<file path="config.mk">
export PLATFORM = sky130hd
export DESIGN_NAME = redirect_fwd_ctrl
export DESIGN_NICKNAME = d
export VERILOG_FILES = /design/src/rtl/redirect_fwd_ctrl.sv
export SDC_FILE = /design/constraint.sdc
export NUM_CORES = 1
export LEC_CHECK = 0
export ABC_AREA = 1
export BUFFER_PORTS_ARGS = -buffer_cell sky130_fd_sc_hd__buf_2
export CORE_AREA = 2 2 182 184
export CTS_CLUSTER_DIAMETER = 150
export DETAILED_ROUTE_END_ITERATION = 12
export DIE_AREA = 0 0 184 186
export MAX_ROUTING_LAYER = met4
export PLACE_DENSITY = 0.5
export SYNTH_ARGS = -nofsm -noshare
export SYNTH_HDL_FRONTEND = slang
export SYNTH_SLANG_ARGS = --single-unit
</file>
<file path="constraint.sdc">
create_clock -name clock -period 1.93 [get_ports clock]
set_input_delay 0.386 -clock clock [delete_from_list [all_inputs] [get_ports clock]]
set_output_delay 0.386 -clock clock [all_outputs]
set_load 0.02 [all_outputs]
</file>
<file path="src/rtl/redirect_fwd_ctrl.sv">
// redirect_fwd_ctrl: resolves EXU control-flow redirects (jump, taken branch,
// mret, ecall, fence.i) into a held valid/ready request towards fetch, with an
// icache-flush handshake ahead of fence.i redirects. Also hosts the IDU->EXU
// operand forwarding network and load-use stall detection.
module redirect_fwd_ctrl #(
  parameter int XLEN    = 32,
  parameter int NUM_FWD = 3,
  parameter int RA_W    = 5
) (
  input  logic                    clock,
  input  logic                    reset,
  input  logic                    ex_valid,
  input  logic [XLEN-1:0]         ex_pc,
  input  logic                    ex_jump_flag,
  input  logic                    ex_branch_flag,
  input  logic                    ex_branch_taken,
  input  logic                    ex_mret_flag,
  input  logic                    ex_ecall_flag,
  input  logic                    ex_fence_i_flag,
  input  logic [XLEN-1:0]         ex_jump_target,
  input  logic [XLEN-1:0]         ex_branch_target,
  input  logic [XLEN-1:0]         mtvec,
  input  logic [XLEN-1:0]         mepc,
  output logic                    redirect_valid,
  output logic [XLEN-1:0]         redirect_pc,
  input  logic                    redirect_ready,
  output logic                    flush,
  output logic                    icache_clr_req,
  input  logic                    icache_clr_done,
  output logic                    busy,
  input  logic                    id_valid,
  input  logic [RA_W-1:0]         id_rs1,
  input  logic [RA_W-1:0]         id_rs2,
  input  logic [XLEN-1:0]         id_rs1_value,
  input  logic [XLEN-1:0]         id_rs2_value,
  input  logic [NUM_FWD-1:0]      fwd_valid,
  input  logic [NUM_FWD-1:0]      fwd_wen,
  input  logic [NUM_FWD-1:0]      fwd_data_rdy,
  input  logic [NUM_FWD*RA_W-1:0] fwd_rd,
  input  logic [NUM_FWD*XLEN-1:0] fwd_data,
  output logic [XLEN-1:0]         exu_rs1_in,
  output logic [XLEN-1:0]         exu_rs2_in,
  output logic                    id_stall
);

  typedef enum logic [1:0] {IDLE, ICFLUSH, REDIR} state_t;

  state_t          state;
  state_t          next_state;
  logic            ev_any;
  logic            ev_is_fence;
  logic [XLEN-1:0] ev_target;
  logic            accept;
  logic            rs1_not_rdy;
  logic            rs2_not_rdy;

  // Event decode: priority jump > taken branch > mret > ecall > fence.i
  always_comb begin
    ev_any      = 1'b1;
    ev_is_fence = 1'b0;
    ev_target   = '0;
    if (ex_jump_flag) begin
      ev_target = ex_jump_target;
    end else if (ex_branch_flag && ex_branch_taken) begin
      ev_target = ex_branch_target;
    end else if (ex_mret_flag) begin
      ev_target = mepc;
    end else if (ex_ecall_flag) begin
      ev_target = mtvec;
    end else if (ex_fence_i_flag) begin
      ev_is_fence = 1'b1;
      ev_target   = ex_pc + XLEN'(4);
    end else begin
      ev_any = 1'b0;
    end
    accept = (state == IDLE) && ex_valid && ev_any;
  end

  // State register
  always_ff @(posedge clock) begin
    if (reset) state <= IDLE;
    else       state <= next_state;
  end

  // Redirect target is captured once, at acceptance, and held through the handshake
  always_ff @(posedge clock) begin
    if (reset)       redirect_pc <= '0;
    else if (accept) redirect_pc <= ev_target;
  end

  // Next-state: done/ready only matter in the state that waits for them
  always_comb begin
    next_state = state;
    case (state)
      IDLE:    if (accept) next_state = ev_is_fence ? ICFLUSH : REDIR;
      ICFLUSH: if (icache_clr_done) next_state = REDIR;
      REDIR:   if (redirect_ready) next_state = IDLE;
      default: next_state = IDLE;
    endcase
  end

  // FSM outputs; flush is suppressed while reset is asserted
  always_comb begin
    redirect_valid = (state == REDIR);
    icache_clr_req = (state == ICFLUSH);
    busy           = (state != IDLE);
    flush          = accept && !reset;
  end

  // Forwarding: scan oldest to youngest so the youngest matching stage wins
  always_comb begin
    exu_rs1_in  = id_rs1_value;
    exu_rs2_in  = id_rs2_value;
    rs1_not_rdy = 1'b0;
    rs2_not_rdy = 1'b0;
    for (int i = NUM_FWD - 1; i >= 0; i--) begin
      if (fwd_valid[i] && fwd_wen[i] && (id_rs1 != '0) &&
          (fwd_rd[i*RA_W +: RA_W] == id_rs1)) begin
        rs1_not_rdy = !fwd_data_rdy[i];
        exu_rs1_in  = fwd_data_rdy[i] ? fwd_data[i*XLEN +: XLEN] : id_rs1_value;
      end
      if (fwd_valid[i] && fwd_wen[i] && (id_rs2 != '0) &&
          (fwd_rd[i*RA_W +: RA_W] == id_rs2)) begin
        rs2_not_rdy = !fwd_data_rdy[i];
        exu_rs2_in  = fwd_data_rdy[i] ? fwd_data[i*XLEN +: XLEN] : id_rs2_value;
      end
    end
  end

  // Stall on load-use hazard or while a redirect is outstanding
  always_comb begin
    id_stall = !reset && ((id_valid && (rs1_not_rdy || rs2_not_rdy)) || busy);
  end

endmodule

</file>
---- Yosys cells after proc, flatten, opt, wreduce, memory -nomap -nowiden ----
Index checks and enable logic that the tools add are counted.
cells by class
  equality and inequality tests ........... 11
  multiplexer cells ....................... 37
  add/sub/neg operators ................... 1
  reductions and logical operators ........ 32
operators by type and width
  operator                                                          number
  32-bit two-way mux                                                17
  32-bit by 3-bit adder with 32-bit output (second input constant)  1
  5-bit == test                                                     6
  1-bit logical AND                                                 21
  1-bit two-way mux                                                 15
  5-bit nonzero test                                                2
  2-bit two-way mux                                                 4
  2-bit one-hot mux with 3 select lines                             1
  1-bit zero test                                                   4
  2-bit by 1-bit != test with 1-bit output (second input constant)  2
  3-bit AND reduction                                               1
  2-bit by 1-bit == test with 1-bit output (second input constant)  1
  2-bit == test (second input constant)                             1
  2-bit zero test                                                   1
  1-bit logical OR                                                  2
  2-bit != test (second input constant)                             1
  2-bit nonzero test                                                1
word-level totals
  bits of input ports ..................... 366
  flip-flop bits (word level) ............. 34
  output and inout bits ................... 101

---- Depth between registers and ports, before layout ----
  word-level depth ........................ 10
  depth in mapped cells ................... 13

---- Worst setup path before layout ----
No wires, ideal clock.
  kind .................................... input-to-output
  start ................................... input port id_rs1[0]
  end ..................................... output port exu_rs1_in[21]
  arrival ................................. 1.641 ns
  buffers on the path ..................... 2
  data required time ...................... 1.544 ns
  cell stages on the path ................. 8
  path slack .............................. -0.097 ns
  path through ............................ inv_1 > or2_2 > nand2_1 > nor2_1 > nand4_1 > buf_4 > clkbuf_1 > o21ai_0
on the way
  cells in the longest elaborated chain, start to end .. 6
  elaborated cells between the ends (all ways) .. 13
  those cells by class .................... eq/ne (3); mux (3); reduce/logical (7)
ends and longest elaborated chain
  what                              line  RTL
  start: declaration                32    input logic [RA_W-1:0] id_rs1,
  5-bit nonzero test                117   if (fwd_valid[i] && fwd_wen[i] && (id_rs1 != '0) &&
  1-bit logical AND (2 in series)   117
  32-bit two-way mux (2 in series)  117
  32-bit two-way mux (*)            117
  end: declaration                  41    output logic [XLEN-1:0] exu_rs1_in,
Mark *: on every way between the ends. The rest lies on a longest branch, timed or not.

---- Final worst setup path ----
  start ................................... input port id_rs2[4]
  end ..................................... output port exu_rs2_in[18]
on the way
  cells in the longest elaborated chain, start to end .. 6
  elaborated cells between the ends (all ways) .. 13
  those cells by class .................... eq/ne (3); mux (3); reduce/logical (7)
ends and longest elaborated chain
  what                              line  RTL
  start: declaration                33    input logic [RA_W-1:0] id_rs2,
  5-bit nonzero test                122   if (fwd_valid[i] && fwd_wen[i] && (id_rs2 != '0) &&
  1-bit logical AND (2 in series)   122
  32-bit two-way mux (2 in series)  122
  32-bit two-way mux (*)            122
  end: declaration                  42    output logic [XLEN-1:0] exu_rs2_in,
Marks and branches as above.

==> flow_summary.json <==
{
  "port_buffers": 466,
  "place_inst": 2410,
  "slowest_stage": "nor3_4",
  "post-synth-top-area-cell": "nand2_1",
  "slew_violations": 0,
  "muxShareOfSynthArea_pct": 0,
  "die_h_um": 186,
  "postRouteAntennaNets": 0,
  "cts_num_sinks": 34,
  "track_usage_pct": 28.0,
  "cpLargestDelayFamily": "buffers and inverters",
  "status": "complete, but fails checks",
  "cp-start-kind": "input port",
  "hold_start": "icache_clr_done",
  "layout.cells.non_filler": 2475,
  "tns_ns": -20.83,
  "regToRegSetupSlack_ns": 0.36,
  "post-route-util_pct": 44.4,
  "r2r_end": "state[0]$_SDFFE_PP0P_",
  "vias": 12700,
  "finalCriticalPeriod_ns": 2.30,
  "rsz0062_at_grt": "true",
  "finalSetupViolCount": 65,
  "syn-cell-area_um2": 7660,
  "critPathMaxFanout": 8,
  "timing.hold.ws_ns": 0.385,
  "cts_root_buf": "clkbuf_16",
  "max-cap-violations": 0,
  "syn_avg_cell_area_um2": 5.13,
  "final_area_um2": 14300,
  "synth_top_family_by_area": "simple AND/OR/NAND/NOR gates",
  "area_growth_pct": 86.7,
  "timing.rr.start": "state[1]$_SDFFE_PP0P_",
  "worst-path-buf-inv": 6,
  "die_area_um2": 34200,
  "hp-class": "input port to flip-flop",
  "total_power_mw": 4.50,
  "drc_errors": 0,
  "antenna_found_initial": 17,
  "clk_latency_ns": 0.28,
  "hold_viol": 0,
  "cp.required_ns": 1.54,
  "end_kind": "primary output",
  "cts_inserted_buffers": 5,
  "cts_buffer_depth": 2,
  "synth_top_area_share_pct": 25.0,
  "seq_area_frac_synth_pct": 8.88,
  "grt_pass1_vias": 12200,
  "reg2reg_depth": 6,
  "crit_path_max_incr_delay_ns": 0.24,
  "synth_nets": 1861,
  "vias_per_cell": 5.14,
  "place.gp.congestion": 0.962,
  "postCtsHoldBufs": 0,
  "yosys_warnings": 0,
  "netlist_top_cells_area": "nand2_1 25%, a21oi_1 13%, dfxtp_1 8.9%",
  "dp_slack_ns": -0.650,
  "p_leak_nw": 7.59,
  "crit_arrival_ns": 1.91,
  "h-tree-depth": 2,
  "place_hpwl_mm": 37.5,
  "pin_count": 467,
  "n_fill_cell": 3422,
  "violations": "setup timing",
  "drt-total-wl_mm": 51.0,
  "worst_pin_slew_ns": 0.495,
  "ys_seq_elements": 34,
  "num_rows": 66,
  "synth-simple-area-share_pct": 47.9,
  "crit_chain": "buf_8, buf_6, nor3_4, buf_6, nor3_4, nand2_4, buf_12, buf_16, a21oi_2, a31o_1, buf_2",
  "fmax_mhz": 435,
  "grt_pass1_wl_mm": 71.5,
  "placed_area_um2": 11500,
  "routedWlPerCell_um": 20.6,
  "period_share_pct": 119,
  "setup_slack_ns": -0.368,
  "ir_drop_mv": 0.332,
  "crit_type": "input port to primary output",
  "grt_overflow_total": 0,
  "skew_ns": 0.00360,
  "dr.pass1.iters": 5,
  "core_um2": 32200,
  "ys_types": 41,
  "cts_tree": "yes",
  "hold_depth": 4,
  "slew_headroom_pct": 67.0,
  "synthAdderAreaFrac_pct": 0.163,
  "drive_gt1_share_pct": 47.1,
  "path_clk_slew_ns": 0.06,
  "initial_core_util_pct": 23.8,
  "synth_compound_area_share_pct": 28.0,
  "min_to": "state[0]$_SDFFE_PP0P_",
  "synth_xor_area_share_pct": 1.49,
  "die_x_um": 184,
  "synth_cells": 1494,
  "final_nets": 2417,
  "powerDensity_nw_per_um2": 314,
  "grt_max_degree": 48,
  "drt_iter0_drc": 967
}
final cells by class:
type / instances / area [um^2] / area share [%]
tap: 408 / 510 / 3.57
inverter: 129 / 546 / 3.81
clock buffer: 7 / 143 / 0.997
timing repair buffer: 650 / 5240 / 36.6
sequential: 34 / 681 / 4.76
multi-input combinational: 1230 / 7140 / 49.9
clock inverter: 1 / 5.00 / 0.0350
antenna: 16 / 40.0 / 0.280
power breakdown:
group	leakage, nW	switching, mW	internal, mW
clock	0.0740	0.319	0.512
sequential	0.281	0.0357	0.778
combinational	7.24	1.61	1.24
total	7.59	1.96	2.53
cell families (layout without fill, tap and decap cells):
logic type / Yosys count / count (layout)
and+or+nand+nor: 836 / 836
AOI/OAI and AO/OA: 380 / 380
buffers and inverters: 230 / 787
DFF: 34 / 34
xor gates and xnor gates: 13 / 13
adders and majority gates: 1 / 1
other: 0 / 16
cells in the final DEF (no fill, tap or decap), types with 12 or more instances in the layout:
cell       instances
nand2_1          442
buf_2            383
a21oi_1          185
nor2_1           112
inv_1            108
buf_4            108
nand3_2           93
buf_6             87
o21ai_0           63
nand2_2           56
nand2_4           43
buf_12            35
dfxtp_1           34
a21boi_0          31
nand3_1           31
o21ai_2           19
a31o_1            18
diode_2           16
buf_16            15
buf_8             14
or2_2             13
clkbuf_16         12
worst max path at each step:
| stage | start | endpoint | cells after the start |
|---|---|---|---|
| floorplan | id_rs1[0] | exu_rs1_in[21] | 8 |
| detailed placement | id_rs1[0] | exu_rs1_in[14] | 12 |
| CTS | id_rs1[2] | id_stall | 13 |
| finish | id_rs2[4] | exu_rs2_in[18] | 11 |
| global placement | id_rs1[1] | exu_rs1_in[14] | 12 |
| global route | fwd_rd[13] | exu_rs1_in[4] | 15 |
tightest hold or removal path: cells and delay by family:
kind	cells	cell delay [ns]
buffers and inverters	2	0.12
AOI/OAI and AO/OA	1	0.06
and+or+nand+nor	1	0.05
state kept, by name, indices dropped and copies added, names as in the netlist:
| signal | cells |
|---|---|
| redirect_pc | 32 |
| state | 2 |
synthesized netlist by cell type (all sizes together):
cell type,n
a21boi,31
a21oi,198
a22oi,3
a31o,31
and2,3
buf,40
clkbuf,61
dfxtp,34
ha,1
inv,129
nand2,542
nand3,131
nand3b,5
nand4,7
nor2,125
nor3,9
o2111ai,1
o211ai,11
o21ai,101
o21bai,2
o22ai,2
or2,14
xnor2,6
xor2,7
timing repair:
item | CTS | global route
buffers inserted | 17 | 3
endpoints found under the setup margin | 65 | 66
pin swaps | 53 | 47
resized for setup | 373 | 139
gates cloned | 14 | 8
routing by layer:
layer / up-vias / part of all wire, % / track usage, %
met5: - / 0 / -
met4: 0 / 4.2 / 10.1
met3: 144 / 8.8 / 5.79
met2: 699 / 48 / 48.3
met1: 5858 / 39 / 32.1
li1: 6030 / - / -
Note: power is estimated with default switching activity, not from simulation.
